## config.mk

```make
export PLATFORM = sky130hd
export DESIGN_NAME = lfsr_seq_arb_flat
export DESIGN_NICKNAME = d
export VERILOG_FILES = /design/src/rtl/lfsr_seq_arb_if.sv /design/src/rtl/lfsr_seq_arb.sv /design/src/flat_wrapper.sv
export SDC_FILE = /design/constraint.sdc
export NUM_CORES = 1
export LEC_CHECK = 0
export ABC_AREA = 1
export CORE_MARGIN = 2
export CORE_UTILIZATION = 35
export CTS_BUF_LIST = sky130_fd_sc_hd__clkbuf_4 sky130_fd_sc_hd__clkbuf_8
export CTS_CLUSTER_SIZE = 16
export DETAILED_ROUTE_END_ITERATION = 6
export PLACE_DENSITY = 0.73
export REMOVE_ABC_BUFFERS = 1
export SLEW_MARGIN = 25
export SYNTH_ARGS = -nofsm -noshare
export SYNTH_HDL_FRONTEND = slang
export SYNTH_SLANG_ARGS = --single-unit
```

## constraint.sdc

```tcl
create_clock -name clk -period 1.2 [get_ports clk]
set_input_delay 0.36 -clock clk [delete_from_list [all_inputs] [get_ports clk]]
set_output_delay 0.36 -clock clk [all_outputs]
set_load 0.03 [all_outputs]
```

## src/rtl/lfsr_seq_arb_if.sv

```systemverilog
// ---------------------------------------------------------------------------
// lfsr_seq_arb_if
// User-side request/grant/result bundle for lfsr_seq_arb.
//
// Parameters:
//   LFSR_W  width of the returned LFSR value
//   STEP_W  width of the per-requester step counts
//
// Signals:
//   req[1:0]      per-requester level request (bit i = requester i)
//   mode0/mode1   3-bit mod select for requester 0/1
//   steps0/steps1 advance count for requester 0/1
//   gnt[1:0]      one-hot grant, single-cycle pulse
//   busy          a job is in flight
//   done          single-cycle pulse, result valid
//   done_id       requester that owns result (valid with done)
//   result        LFSR value after the requested advances
//
// Modports:
//   master  user logic (drives requests, observes grant/result)
//   slave   the arbiter/sequencer
// ---------------------------------------------------------------------------
interface lfsr_seq_arb_if #(
  parameter int LFSR_W = 4,
  parameter int STEP_W = 4
);
  logic [1:0]        req;
  logic [2:0]        mode0;
  logic [2:0]        mode1;
  logic [STEP_W-1:0] steps0;
  logic [STEP_W-1:0] steps1;
  logic [1:0]        gnt;
  logic              busy;
  logic              done;
  logic              done_id;
  logic [LFSR_W-1:0] result;

  modport master (
    output req, mode0, mode1, steps0, steps1,
    input  gnt, busy, done, done_id, result
  );

  modport slave (
    input  req, mode0, mode1, steps0, steps1,
    output gnt, busy, done, done_id, result
  );
endinterface

```

## src/rtl/lfsr_seq_arb.sv

```systemverilog
// ---------------------------------------------------------------------------
// lfsr_seq_arb
// Round-robin arbiter + sequencer sharing one lfsr4 datapath between two
// requesters. A granted job seeds the datapath, lets it advance for the
// requested number of clocks, captures the value and returns it with a
// one-cycle done pulse.
//
// Parameters:
//   LFSR_W  width of lfsr value / result (default 4)
//   STEP_W  width of step counts (default 4)
//
// Ports:
//   clk         system clock, rising edge
//   rst_n       asynchronous active-low reset
//   bus         lfsr_seq_arb_if.slave: req/mode/steps in, gnt/busy/done/
//               done_id/result out
//   o_lfsr_rst  synchronous seed load to the datapath (active high)
//   o_lfsr_mod  mod select to the datapath
//   i_lfsr_q    current datapath value
//   o_stuck     (only with LFSR_SEQ_STUCK_DET_EN) all-zero lock-up seen
//               during the current job; cleared on the next grant
//
// Optional build macro: LFSR_SEQ_STUCK_DET_EN
//
// Job timeline (E = arbitration edge):
//   E          IDLE -> SEED, gnt pulse, mode/steps latched
//   E+1        datapath loads its seed, SEED -> RUN (or CAPT if steps==0)
//   E+1+steps  RUN -> CAPT (datapath has advanced 'steps' times)
//   E+2+steps  result/done registered, back to IDLE
// ---------------------------------------------------------------------------
module lfsr_seq_arb #(
  parameter int LFSR_W = 4,
  parameter int STEP_W = 4
) (
  input  logic              clk,
  input  logic              rst_n,
  lfsr_seq_arb_if.slave     bus,
  output logic              o_lfsr_rst,
  output logic [2:0]        o_lfsr_mod,
  input  logic [LFSR_W-1:0] i_lfsr_q
`ifdef LFSR_SEQ_STUCK_DET_EN
  ,
  output logic              o_stuck
`endif
);

  typedef enum logic [1:0] {
    IDLE = 2'd0,
    SEED = 2'd1,
    RUN  = 2'd2,
    CAPT = 2'd3
  } state_e;

  state_e            r_state,    w_state_nxt;
  logic [1:0]        r_gnt,      w_gnt_nxt;
  logic              r_busy,     w_busy_nxt;
  logic              r_done,     w_done_nxt;
  logic              r_done_id,  w_done_id_nxt;
  logic [LFSR_W-1:0] r_result,   w_result_nxt;
  logic              r_lfsr_rst, w_lfsr_rst_nxt;
  logic [2:0]        r_lfsr_mod, w_lfsr_mod_nxt;
  logic [STEP_W-1:0] r_cnt,      w_cnt_nxt;
  logic              r_owner,    w_owner_nxt;
  // Index of the requester served last; a tie goes to the other one.
  logic              r_last,     w_last_nxt;
  logic              w_winner;
  logic              w_grant;

  // Tie-break toward the requester not served last; otherwise the sole
  // requester wins.
  assign w_winner = (bus.req == 2'b11) ? ~r_last : bus.req[1];
  assign w_grant  = (r_state == IDLE) && (bus.req != 2'b00);

  // NOTE: every signal assigned in this block gets a default first, so no
  // path through the case leaves one unassigned and no latch is inferred.
  always_comb begin
    w_state_nxt    = r_state;
    w_gnt_nxt      = 2'b00;
    w_done_nxt     = 1'b0;
    w_done_id_nxt  = r_done_id;
    w_result_nxt   = r_result;
    w_lfsr_rst_nxt = r_lfsr_rst;
    w_lfsr_mod_nxt = r_lfsr_mod;
    w_cnt_nxt      = r_cnt;
    w_owner_nxt    = r_owner;
    w_last_nxt     = r_last;

    case (r_state)
      IDLE: begin
        w_lfsr_rst_nxt = 1'b1;
        if (w_grant) begin
          w_owner_nxt    = w_winner;
          w_lfsr_mod_nxt = w_winner ? bus.mode1  : bus.mode0;
          w_cnt_nxt      = w_winner ? bus.steps1 : bus.steps0;
          w_gnt_nxt      = w_winner ? 2'b10 : 2'b01;
          w_state_nxt    = SEED;
        end
      end
      SEED: begin
        // The edge leaving SEED is the one that loads the seed, so the
        // datapath starts advancing from the following edge.
        w_lfsr_rst_nxt = 1'b0;
        w_state_nxt    = (r_cnt != '0) ? RUN : CAPT;
      end
      RUN: begin
        w_lfsr_rst_nxt = 1'b0;
        w_cnt_nxt      = r_cnt - STEP_W'(1);
        if (r_cnt == STEP_W'(1)) w_state_nxt = CAPT;
      end
      CAPT: begin
        // lfsr_q has advanced exactly 'steps' times here; the datapath
        // steps once more on this edge, which is harmless since it is
        // reseeded before the next job.
        w_result_nxt   = i_lfsr_q;
        w_done_nxt     = 1'b1;
        w_done_id_nxt  = r_owner;
        w_last_nxt     = r_owner;
        w_lfsr_rst_nxt = 1'b1;
        w_state_nxt    = IDLE;
      end
      default: w_state_nxt = IDLE;
    endcase

    w_busy_nxt = (w_state_nxt != IDLE);
  end

  // NOTE: state is updated with non-blocking assignments so every register
  // samples the pre-edge values, regardless of statement order.
  always_ff @(posedge clk or negedge rst_n) begin
    if (!rst_n) begin
      r_state    <= IDLE;
      r_gnt      <= 2'b00;
      r_busy     <= 1'b0;
      r_done     <= 1'b0;
      r_done_id  <= 1'b0;
      r_result   <= '0;
      r_lfsr_rst <= 1'b1;
      r_lfsr_mod <= 3'd0;
      r_cnt      <= '0;
      r_owner    <= 1'b0;
      r_last     <= 1'b1;  // favours requester 0 on the first tie
    end else begin
      r_state    <= w_state_nxt;
      r_gnt      <= w_gnt_nxt;
      r_busy     <= w_busy_nxt;
      r_done     <= w_done_nxt;
      r_done_id  <= w_done_id_nxt;
      r_result   <= w_result_nxt;
      r_lfsr_rst <= w_lfsr_rst_nxt;
      r_lfsr_mod <= w_lfsr_mod_nxt;
      r_cnt      <= w_cnt_nxt;
      r_owner    <= w_owner_nxt;
      r_last     <= w_last_nxt;
    end
  end

  assign bus.gnt     = r_gnt;
  assign bus.busy    = r_busy;
  assign bus.done    = r_done;
  assign bus.done_id = r_done_id;
  assign bus.result  = r_result;
  assign o_lfsr_rst  = r_lfsr_rst;
  assign o_lfsr_mod  = r_lfsr_mod;

`ifdef LFSR_SEQ_STUCK_DET_EN
  // All-zero lock-up flag: sticky for the rest of the job, cleared when
  // the next job is granted (grant wins over a simultaneous set).
  logic r_stuck;

  always_ff @(posedge clk or negedge rst_n) begin
    if (!rst_n) begin
      r_stuck <= 1'b0;
    end else if (w_grant) begin
      r_stuck <= 1'b0;
    end else if (((r_state == RUN) || (r_state == CAPT)) && (i_lfsr_q == '0)) begin
      r_stuck <= 1'b1;
    end
  end

  assign o_stuck = r_stuck;
`endif

endmodule

```

## src/flat_wrapper.sv

```systemverilog
// flat-port wrapper written by rule: the top's interface ports become plain ports
module lfsr_seq_arb_flat 
#(
  parameter int LFSR_W = 4,
  parameter int STEP_W = 4
)
  (clk, rst_n, o_lfsr_rst, o_lfsr_mod, i_lfsr_q, bus_req, bus_mode0, bus_mode1, bus_steps0, bus_steps1, bus_gnt, bus_busy, bus_done, bus_done_id, bus_result);
  lfsr_seq_arb_if #(.LFSR_W(LFSR_W), .STEP_W(STEP_W)) bus_i ();
  input  logic clk;
  input  logic rst_n;
  output logic o_lfsr_rst;
  output logic [2:0] o_lfsr_mod;
  input  logic [LFSR_W-1:0] i_lfsr_q;
  input wire logic [$bits(bus_i.req)-1:0] bus_req;
  input wire logic [$bits(bus_i.mode0)-1:0] bus_mode0;
  input wire logic [$bits(bus_i.mode1)-1:0] bus_mode1;
  input wire logic [$bits(bus_i.steps0)-1:0] bus_steps0;
  input wire logic [$bits(bus_i.steps1)-1:0] bus_steps1;
  output wire logic [$bits(bus_i.gnt)-1:0] bus_gnt;
  output wire logic [$bits(bus_i.busy)-1:0] bus_busy;
  output wire logic [$bits(bus_i.done)-1:0] bus_done;
  output wire logic [$bits(bus_i.done_id)-1:0] bus_done_id;
  output wire logic [$bits(bus_i.result)-1:0] bus_result;
  assign bus_i.req = bus_req;
  assign bus_i.mode0 = bus_mode0;
  assign bus_i.mode1 = bus_mode1;
  assign bus_i.steps0 = bus_steps0;
  assign bus_i.steps1 = bus_steps1;
  assign bus_gnt = bus_i.gnt;
  assign bus_busy = bus_i.busy;
  assign bus_done = bus_i.done;
  assign bus_done_id = bus_i.done_id;
  assign bus_result = bus_i.result;
  lfsr_seq_arb #(.LFSR_W(LFSR_W), .STEP_W(STEP_W)) u_core (.clk(clk), .rst_n(rst_n), .bus(bus_i), .o_lfsr_rst(o_lfsr_rst), .o_lfsr_mod(o_lfsr_mod), .i_lfsr_q(i_lfsr_q));
endmodule
```

==> flow_summary.yaml, run 1 <==
final_layout:
  antennaDiodeCount: 0
  final-instance-count-excl-fill: 214
  regArea_um2: 529
  n_fill_cell: 241
  multi_input_area_um2: 623
  nets: 211
  drive_above_1_share_pct: 48.1
  syn_to_final_growth_pct: 71.2
setup_path:
  required_ps: 840
  cp_slowest_stage_delay_ps: 550
  crit_family: "flip-flops"
  worstSetupPathType: "reg2out"
  critPathBufInv: 1
  cp-start-kind: "flip-flop"
  worstSetupPathDepth: 1
  crit_slowest_cell: "dfstp_2"
  cp_max_fo: 1
  arrival_ps: 980
  rr_worst_depth: 8
  crit_chain: "buf_6"
  end_kind: "primary output"
min_path:
  worstHoldPathType: "in2async"
die:
  ios: 35
  die_x_um: 59.4
  core-area_um2: 2980
  start_util_pct: 36.1
  fp.dieArea_um2: 3530
  die_h_um: 59.4
  rows: 20
synthesis:
  synth_warnings: 0
  yosysMostFrequentCell: "nand2_1"
  synth_edf_count: 0
  synth_cell_types: 18
  syn_area_um2: 1070
  syn_avg_cell_area_um2: 8.87
  ys_top_cells_by_count: "32 x nand2_1, 19 x dfrtp_1, 15 x nor2_1"
  synth_area_leaders: "dfrtp_1 44%, nand2_1 11%, ha_1 8.2%"
  async_flop_share_pct: 100
  synth_ff_type: "dfrtp_1"
  yosys.area.top_type: "dfrtp_1"
  synth_top_area_share_pct: 44.3
  netlist_instances: 121
  synth_seq_cells: 21
  yosysSeqAreaShare_pct: 49.2
global_routing:
  grt_pass1_wl_um: 4510
  grt_max_degree: 22
  grt_pass1_vias: 1050
  antenna_found_initial: 0
  overflow: 0
  grt_use_total_pct: 17.5
sta:
  slew_viol_final: 0
  min_period_ps: 1340
  slew_headroom_pct: 78.6
  fin_crit_sh_pct: 112
  worst_pin_slew_ps: 322
  fmax_mhz: 747
  skew_ps: 1.88
  finalHoldViolCount: 0
  setup_violations: 25
  grt_setup_unrepaired: "yes"
  fin_ws_ps: -139
  finalSetupTns_ps: -834
clock_network:
  numCtsBuffers: 3
  hold_buffers: 0
  cts.sinks: 21
  cts_tree: "done"
  clk_path_buf_depth: 2
  clk_latency_ps: 300
  clkTransAtPathRegs_ps: 120
  htreeDepth: 1
  cts-root-buf: "clkbuf_4"
power:
  power.total_mw: 4.99
  p_per_area_nw_per_um2: 2710
  peakVddDrop_mv: 1.44
  leakage_nw: 0.891
run:
  maxCapViolCount: 0
run_status:
  violations: "negative setup slack"
  status: "finished, violations left"
route:
  drc: 0
  wl_um: 3000
  num_vias: 1028
  wire_per_inst_um: 14.0
  first_pass_iters: 4
  vias_per_cell: 4.80
  drt-initial-drc-count: 23
  postRouteAntennaNets: 0
placement:
  place_hpwl_um: 2030
  place.gp.congestion: 0.818
  portBuffers: 34
  placed_cells: 198
[path summary, 6_finish.rpt]
path / startpoint / end / slack [ps]
setup reg to reg: u_core.r_state[1] / u_core.r_cnt[2] / -120
hold / removal: rst_n / u_core.bus.result[2] / 380
max in group asynchronous: rst_n / u_core.o_lfsr_rst / 600
hold reg to reg: u_core.r_last / u_core.r_last / 500
setup / recovery: u_core.o_lfsr_rst / o_lfsr_rst / -140
min in group clk: u_core.r_last / u_core.r_last / 500
[cells by family (layout without fill, tap and decap cells)]
kind of cell,Yosys count,in the layout,synth area share [%]
AO/OA/AOI/OAI,7,7,4.66
multiplexers,4,4,4.20
adder cells (fa/ha/maj),7,7,8.16
flip-flops,21,21,49.2
buffers and inverters,16,76,5.59
AND/OR/NAND/NOR,66,66,28.2
[placed cells by master (no fill, tap or decap), types with 3 or more instances in the layout]
cell / instances
nor2_1: 11
nand2_2: 11
ha_4: 3
inv_1: 9
mux2_2: 4
clkdlybuf4s50_1: 19
buf_4: 19
dfrtp_1: 18
nand2_1: 19
buf_6: 16
nor2_4: 4
nand3_1: 6
o21ai_1: 3
ha_1: 3
nand2_4: 5
nand3_2: 6
inv_2: 3
clkbuf_4: 3
[through the flow]
step	instance area [µm²]	hold WS [ps]	setup WS, ps	utilization, %
2_1_floorplan	1070	64.4	-62.0	-
3_3_place_gp	1510	463	-396	50.8
3_5_place_dp	1510	461	-442	50.8
4_1_cts	1700	368	-149	57.2
5_1_grt	1840	361	-173	61.7
6_report	1840	375	-139	61.7
[area by class of cell]
type,count,share of cell area (%)
clock buffer,3,1.23
timing repair buffer,57,30.0
multi-input combinational,84,33.9
sequential,21,28.8
clock inverter,1,0.272
inverter,15,3.61
tap,33,2.25
[routing by layer]
| layer | global-route usage [%] | share of wire, % | wire (µm) |
|---|---|---|---|
| met3 | 2.62 | 3.1 | 92 |
| met5 | 0 | 0 | 0 |
| met1 | 19.1 | 38 | 1130 |
| met2 | 32.3 | 57 | 1720 |
| met4 | 8.44 | 2.0 | 59 |
[sequential cells by signal (all words and copies together), names as in the netlist]
| register | cells |
|---|---|
| u_core.bus.busy | 1 |
| u_core.bus.result | 4 |
| u_core.bus.done | 1 |
| u_core.bus.done_id | 1 |
| u_core.o_lfsr_rst | 1 |
| u_core.o_lfsr_mod | 3 |
| u_core.r_state | 2 |
| u_core.r_last | 1 |
| u_core.bus.gnt | 2 |
| u_core.r_owner | 1 |
| u_core.r_cnt | 4 |
[power by group]
| group | internal [mW] | switching (mW) | total (mW) |
|---|---|---|---|
| sequential | 1.08 | 0.271 | 1.35 |
| clock | 0.124 | 0.221 | 0.345 |
| combinational | 1.57 | 1.72 | 3.30 |
[repair_timing]
| action | CTS | global route |
|---|---|---|
| gates resized for setup | 40 | 25 |
| endpoints found under the setup margin | 27 | 23 |
| setup buffers | 4 | 8 |
| pin swaps | 13 | 4 |
Power figures use the tool's default switching activity.
==> run 2: changes to the inputs <==
Settings changed: ABC_CLOCK_PERIOD_IN_PS set to 1200.
==> results of run 2 <==
Final layout, timing and power as in run 1 (identical DEF).
==> run 3: changes to the inputs <==
Settings changed: SKIP_LAST_GASP set to 1, SLEW_MARGIN 25 to 20.
==> run 3 against run 2 <==
Effect of this change: the flow still finishes with violations (negative setup slack); largest power group unchanged; first-iteration DRC count stayed put; sequential share of layout area rose by 0.56 points; clock skew up 6.0 ps; sequential power about the same; critical endpoint unchanged; core utilization down 1.2 points; critical path type unchanged; largest cell class unchanged.
==> flow_summary.yaml, run 3 (synthesized netlist as in run 1, its figures left out) <==
run_status:
  status: "finished, violations left"
  violations: "negative setup slack"
global_routing:
  grt_use_total_pct: 17.5
  grt_pass1_wl_um: 4510
  overflow: 0
  grt_pass1_vias: 1051
  grt_max_degree: 22
  antenna_found_initial: 0
die:
  rows: 20
  ios: 35
  die_h_um: 59.4
  die_x_um: 59.4
  core-area_um2: 2980
  fp.dieArea_um2: 3530
  start_util_pct: 36.1
clock_network:
  cts.sinks: 21
  numCtsBuffers: 3
  htreeDepth: 1
  cts-root-buf: "clkbuf_4"
  clkTransAtPathRegs_ps: 130
  clk_path_buf_depth: 2
  cts_tree: "done"
  hold_buffers: 0
  clk_latency_ps: 300
sta:
  fin_ws_ps: -135
  worst_pin_slew_ps: 320
  fmax_mhz: 749
  skew_ps: 7.92
  fin_crit_sh_pct: 111
  grt_setup_unrepaired: "yes"
  finalHoldViolCount: 0
  finalSetupTns_ps: -838
  slew_viol_final: 0
  min_period_ps: 1330
  slew_headroom_pct: 78.7
  setup_violations: 25
power:
  power.total_mw: 4.81
  sw_frac_of_total_pct: 43.5
  leakage_nw: 0.884
  seq_power_share_pct: 27.9
  switchingPower_mw: 2.09
  combPwrFrac_pct: 64.9
  p_per_area_nw_per_um2: 2670
  peakVddDrop_mv: 1.34
  clock_power_share_pct: 7.2
  p_int_mw: 2.72
final_layout:
  nets: 211
  utilization_pct: 60.5
  drive_above_1_share_pct: 45.3
  regArea_um2: 529
  n_fill_cell: 239
  antennaDiodeCount: 0
  syn_to_final_growth_pct: 67.9
  multi_input_area_um2: 593
  final_common_cell: "nand2_1"
  final-instance-count-excl-fill: 214
  final_cell_mix: "22 x nand2_1, 19 x clkdlybuf4s50_1, 19 x buf_4"
placement:
  placed_cells: 198
  place_hpwl_um: 2030
  place.gp.congestion: 0.818
  dp_slack_ps: -442
  portBuffers: 34
setup_path:
  cp_slowest_stage_delay_ps: 550
  r2r_start: "u_core.r_state[1]"
  crit_chain: "buf_6"
  required_ps: 840
  end_kind: "primary output"
  crit_slowest_cell: "dfstp_2"
  crit_family: "flip-flops"
  critPathBufInv: 1
  worstSetupPathType: "reg2out"
  cp-start-kind: "flip-flop"
  crit_start: "u_core.o_lfsr_rst"
  cp_max_fo: 1
  arrival_ps: 970
route:
  drt-initial-drc-count: 23
  wire_per_inst_um: 13.4
  vias_per_cell: 4.74
  wl_um: 2870
  num_vias: 1015
  postRouteAntennaNets: 0
  drc: 0
  first_pass_iters: 4
run:
  maxCapViolCount: 0
min_path:
  worstHoldPathType: "in2async"
## run 3: cell types whose count changed in the layout (fill, tap and decap cells not counted)
cell	before	now
nand3_2	6	5
nand2_4	5	4
nand2_2	11	9
o21ai_0	0	3
nor2_1	11	12
nand3_1	6	7
o21ai_1	3	0
inv_2	3	4
nor2_4	4	2
nand2_1	19	22
inv_6	1	0
nor2_2	2	3
## run 3: path summary, 6_finish.rpt
| path | endpoint | slack [ps] | depth (start not counted) |
|---|---|---|---|
| setup / recovery | o_lfsr_rst | -130 | 1 |
| hold / removal | u_core.bus.result[2] | 370 | 2 |
| setup reg to reg | u_core.r_cnt[2] | -90 | 8 |
| hold reg to reg | u_core.r_last | 500 | 2 |
| max in group asynchronous | u_core.o_lfsr_rst | 600 | 2 |
| min in group clk | u_core.r_last | 500 | 2 |
## run 3: timing repair
item | in CTS | in global routing
endpoints found under the setup margin | 27 | 23
gates resized for setup | 37 | 15
buffers inserted | 4 | 8
pin swaps | 11 | 12
## run 3: cell type report
class / instances / share of cell area [%]
Timing Repair Buffer: 57 / 30.5
Clock buffer: 3 / 1.25
Tap cell: 33 / 2.29
Inverter: 15 / 3.40
Multi-Input combinational cell: 84 / 32.9
Sequential cell: 21 / 29.4
Clock inverter: 1 / 0.278
## run 3: layer usage
metal / up-vias / global-route usage, % / part of all wire (%)
met1: 490 / 19.1 / 39
met3: 8 / 2.62 / 3.1
met4: 0 / 8.44 / 2.4
met5: - / 0 / 0
li1: 500 / - / -
met2: 17 / 32.3 / 55
## run 3: stage by stage
step / instance area (µm²) / hold WS, ps
final: 1800 / 370
after global routing: 1800 / 359
after CTS: 1700 / 368
after detailed placement: 1510 / 461
after global placement: 1510 / 463
after floorplan: 1070 / 64.4
## run 3: power groups by stage
stage / Clock, mW / Sequential [mW] / Combinational [mW]
floorplan: 0 / 1.65 / 1.07
global placement: 0 / 1.27 / 2.30
detailed placement: 0 / 1.29 / 2.36
CTS: 0.361 / 1.33 / 2.82
global route: 0.394 / 1.39 / 3.39
finish: 0.347 / 1.34 / 3.12
==> RTL edit 1 (config.mk and constraints of run 3) <==
`r_result` no longer has a reset.
--- a/src/rtl/lfsr_seq_arb.sv
+++ b/src/rtl/lfsr_seq_arb.sv
@@ -133,7 +133,6 @@
       r_busy     <= 1'b0;
       r_done     <= 1'b0;
       r_done_id  <= 1'b0;
-      r_result   <= '0;
       r_lfsr_rst <= 1'b1;
       r_lfsr_mod <= 3'd0;
       r_cnt      <= '0;
@@ -145,13 +144,16 @@
       r_busy     <= w_busy_nxt;
       r_done     <= w_done_nxt;
       r_done_id  <= w_done_id_nxt;
-      r_result   <= w_result_nxt;
       r_lfsr_rst <= w_lfsr_rst_nxt;
       r_lfsr_mod <= w_lfsr_mod_nxt;
       r_cnt      <= w_cnt_nxt;
       r_owner    <= w_owner_nxt;
       r_last     <= w_last_nxt;
     end
+  end
+
+  always_ff @(posedge clk) begin
+    r_result <= w_result_nxt;
   end
 
   assign bus.gnt     = r_gnt;
Formal check against the unedited RTL: differs if rst_n is asserted again (counterexample within 4 cycles, from zero or initial values and one cycle with rst_n low); with rst_n held inactive, the same outputs for 10 cycles.
==> RTL edit 1 against run 3 <==
Sequential cell count unchanged; highest routed layer unchanged; synthesized area decreased by 2.7%; cell area decreased by 3.5%; the run ends with DRC, setup timing left; routed wire length decreased by 7.6%; worst setup slack improved by 0.0099 ns; worst hold slack improved by 0.022 ns; first-iteration DRC count increased by 17%; register-to-register slack about the same; die area decreased by 2.5%; synthesized cell count decreased by 4.1%; total power decreased by 8.8%.
==> RTL edit 1: results (changes against run 3) <==
status:
  status: "finished, violations left"  # unchanged
  violations: "DRC, setup timing"  # was setup timing
pwr:
  internal_power_mw: 2.46  # was 2.72 mW
  vdd_drop_max_v: 0.000767  # was 0.00134 V
  p_total_mw: 4.39  # was 4.81 mW
  p_clk_uw: 331  # was 347 uW
  pwr-share-seq_pct: 29.9  # was 27.9%
timing:
  fin_worst_skew_ns: 0.00226  # was 0.00792 ns
  setup_viol: 18  # was 25
  setup_ws_ns: -0.125  # was -0.135 ns
  worst_pin_slew_ns: 0.352  # was 0.320 ns
cells_and_area:
  drive_above_1_share_pct: 41.8  # was 45.3%
  fillers: 208  # was 239
logic_synthesis:
  synth_area_leaders: "dfrtp_1 36%, edfxtp_1 11%, nand2_1 11%"  # was dfrtp_1 44%, nand2_1 11%, ha_1 8.2%
  synth.distinct_cells: 17  # was 18
  synth_edf_count: 4  # was 0
  synthAdderAreaFrac_pct: 8.38  # was 8.16%
  synth.area.mux_share_pct: 0  # was 4.20%
  synth-async-reset-ratio_pct: 81.0  # was 100%
  ys_seq_area_share_pct: 52.5  # was 49.2%
  synth-compound-area-share_pct: 4.79  # was 4.66%
grt:
  grt_pass1_wl_um: 4130  # was 4510 um
  use_met1_pct: 16.6  # was 19.1%
  met2_usage_pct: 31.0  # was 32.3%
  grt_pass1_vias: 992  # was 1051
place:
  placed_area_um2: 1470  # was 1510 um2
  dp.cells: 190  # was 198
  place_worst_setup_slack_ns: -0.484  # was -0.442 ns
route:
  drc_errors: 7  # was 0
  wl_met1_um: 1020  # was 1130 um
  first_pass_iters: 6  # was 4
  dr_wl_met3_um: 206  # was 88 um
[RTL edit 1: per-stage QoR]
| stage | hold WS (ns) | setup TNS [ns] | util [%] |
|---|---|---|---|
| CTS | 0.381 | -0.565 | 59.6 |
| detailed placement | 0.466 | -4.74 | 52.5 |
| global placement | 0.465 | -4.28 | 52.5 |
| global route | 0.385 | -1.70 | 62.0 |
| floorplan | 0.0644 | -0.0974 | - |
| finish | 0.392 | -0.555 | 62.0 |
[RTL edit 1: what timing repair did]
action                     in CTS  in global routing
resized for setup              44                 13
setup endpoints to repair      23                 24
pin swaps                      11                 12
hold buffers                    0                  0
buffers inserted                5                  2
[RTL edit 1: layout make-up]
cell class / count / area (um2) / area share [%]
Timing Repair Buffer: 50 / 498 / 28.6
Clock buffer: 3 / 22.5 / 1.29
Inverter: 15 / 63.8 / 3.67
Sequential cell: 21 / 549 / 31.6
Tap cell: 31 / 38.8 / 2.23
Clock inverter: 1 / 5.00 / 0.288
Multi-Input combinational cell: 80 / 562 / 32.3
==> RTL edit 2 (config.mk and constraints of run 3) <==
Made on the original files. `LFSR_W` is set to 4 in 3 places; all go to 6. Comments in the files are not updated.
--- a/src/rtl/lfsr_seq_arb_if.sv
+++ b/src/rtl/lfsr_seq_arb_if.sv
@@ -21,7 +21,7 @@
 //   slave   the arbiter/sequencer
 // ---------------------------------------------------------------------------
 interface lfsr_seq_arb_if #(
-  parameter int LFSR_W = 4,
+  parameter int LFSR_W = 6,
   parameter int STEP_W = 4
 );
   logic [1:0]        req;
--- a/src/rtl/lfsr_seq_arb.sv
+++ b/src/rtl/lfsr_seq_arb.sv
@@ -29,7 +29,7 @@
 //   E+2+steps  result/done registered, back to IDLE
 // ---------------------------------------------------------------------------
 module lfsr_seq_arb #(
-  parameter int LFSR_W = 4,
+  parameter int LFSR_W = 6,
   parameter int STEP_W = 4
 ) (
   input  logic              clk,
--- a/src/flat_wrapper.sv
+++ b/src/flat_wrapper.sv
@@ -1,7 +1,7 @@
 // flat-port wrapper written by rule: the top's interface ports become plain ports
 module lfsr_seq_arb_flat 
 #(
-  parameter int LFSR_W = 4,
+  parameter int LFSR_W = 6,
   parameter int STEP_W = 4
 )
   (clk, rst_n, o_lfsr_rst, o_lfsr_mod, i_lfsr_q, bus_req, bus_mode0, bus_mode1, bus_steps0, bus_steps1, bus_gnt, bus_busy, bus_done, bus_done_id, bus_result);
Ports: changed (resized bus_result and i_lfsr_q); port bits go from 35 to 39. The function was not compared with the original's and may differ.
==> RTL edit 2 against run 3 <==
The flow still finishes with violations (setup timing); cell area increased by 9.9%; total power is 12% higher; critical path depth stayed put; worst setup slack worse by 0.023 ns; clock skew is 0.0012 ns higher; sequential cell count is 2 higher; routed wire length rose by 5.3%; synthesized area is 6.9% higher; cell count grew 8.9%; worst hold slack worse by 0.016 ns; sequential power up 9.7%; die area increased by 6.4%; critical endpoint unchanged; largest cell class unchanged.
==> RTL edit 2: results (changes against run 3) <==
status:
  status: "finished, violations left"  # unchanged
  violations: "setup timing"  # unchanged
timing:
  fin_hold_ws_ns: 0.354  # was 0.370 ns
  slew_headroom_pct: 77.6  # was 78.7%
  setup_tns_ns: -1.50  # was -0.838 ns
  setup_viol: 27  # was 25
  setup_ws_ns: -0.158  # was -0.135 ns
pwr:
  p_leak_nw: 0.935  # was 0.884 nW
  vdd_drop_max_v: 0.00133  # was 0.00134 V
logic_synthesis:
  syn_area_per_cell_um2: 9.18  # was 8.87 um2
  synthTopCellsByCount: "32 x nand2_1, 21 x dfrtp_1, 15 x nor2_1"  # was 32 x nand2_1, 19 x dfrtp_1, 15 x nor2_1
  synth_area_leaders: "dfrtp_1 46%, nand2_1 10%, ha_1 7.6%"  # was dfrtp_1 44%, nand2_1 11%, ha_1 8.2%
  ys_seq_area_share_pct: 50.4  # was 49.2%
cells_and_area:
  fillers: 232  # was 239
  nets: 221  # was 211
  stdcell_count: 233  # was 214
  drive_above_1_share_pct: 46.0  # was 45.3%
place:
  placed_area_um2: 1640  # was 1510 um2
  portBuffers: 38  # was 34
  detailed_place_hpwl_um: 1990  # was 2030 um
  place_worst_setup_slack_ns: -0.495  # was -0.442 ns
setup_path:
  crit_arrival_ns: 1.00  # was 0.97 ns
  reg2reg_slack_ns: -0.11  # was -0.09 ns
clock_network:
  clkLatencyLatePin_ns: 0.33  # was 0.30 ns
grt:
  grt_max_degree: 24  # was 22
  grt_usage_pct: 17.5  # about the same
  grt_pass1_wl_um: 4840  # was 4510 um
route:
  wl_um: 3020  # was 2870 um
  vias: 1070  # was 1015
## RTL edit 2: cell types whose count changed after synthesis, sizes merged
cell | run 3 | this run
dfrtp | 19 | 21
mux2 | 4 | 6
buf | 0 | 1
clkbuf | 1 | 0
## RTL edit 2: timing repair
action                                  in CTS  in global routing
pin swaps                                   16                  5
resized for setup                           50                 16
buffers inserted                            10                  2
endpoints found under the setup margin      32                 27
## RTL edit 2: layer usage
layer  share of wire (%)  wire (um)  track usage, %  vias to the layer above
li1                    -          -               -                      521
met1                  42       1260            21.6                      512
met2                  52       1570            30.2                       34
met3                 4.9        148            2.52                        3
met4                 1.2         37            7.76                        0
met5                   0          0               0                        -
## RTL edit 2: final timing paths
path,endpoint,cells after the start
max,o_lfsr_rst,1
min,u_core.bus.result[4],2
max reg2reg,u_core.bus.busy,9
min reg2reg,u_core.r_last,2
max in group asynchronous,u_core.r_last,2
min in group clk,u_core.r_last,2
## RTL edit 2: final cells by class
class,instances,area [um2],area share (%)
Clock buffer,3,22.5,1.14
Clock inverter,1,7.51,0.379
Multi-Input combinational cell,86,629,31.8
Inverter,15,66.3,3.35
Sequential cell,23,581,29.3
Timing Repair Buffer,61,621,31.3
Tap cell,44,55.1,2.78
## RTL edit 2: where the power goes
| group | switching, mW | internal [mW] | total [mW] | leakage [nW] |
|---|---|---|---|---|
| Combinational | 1.82 | 1.71 | 3.53 | 0.648 |
| Clock | 0.255 | 0.128 | 0.382 | 0.0139 |
| Sequential | 0.293 | 1.18 | 1.47 | 0.273 |
| Total | 2.37 | 3.02 | 5.39 | 0.935 |
## RTL edit 2: logic make-up after synthesis
logic type | Yosys count | synth area share (%)
adder cells (fa/ha/maj) | 7 | 7.63
multiplexers | 6 | 5.89
buffers and inverters | 16 | 5.34
flip-flops | 23 | 50.4
AND/OR/NAND/NOR | 66 | 26.4
AO/OA/AOI/OAI | 7 | 4.36
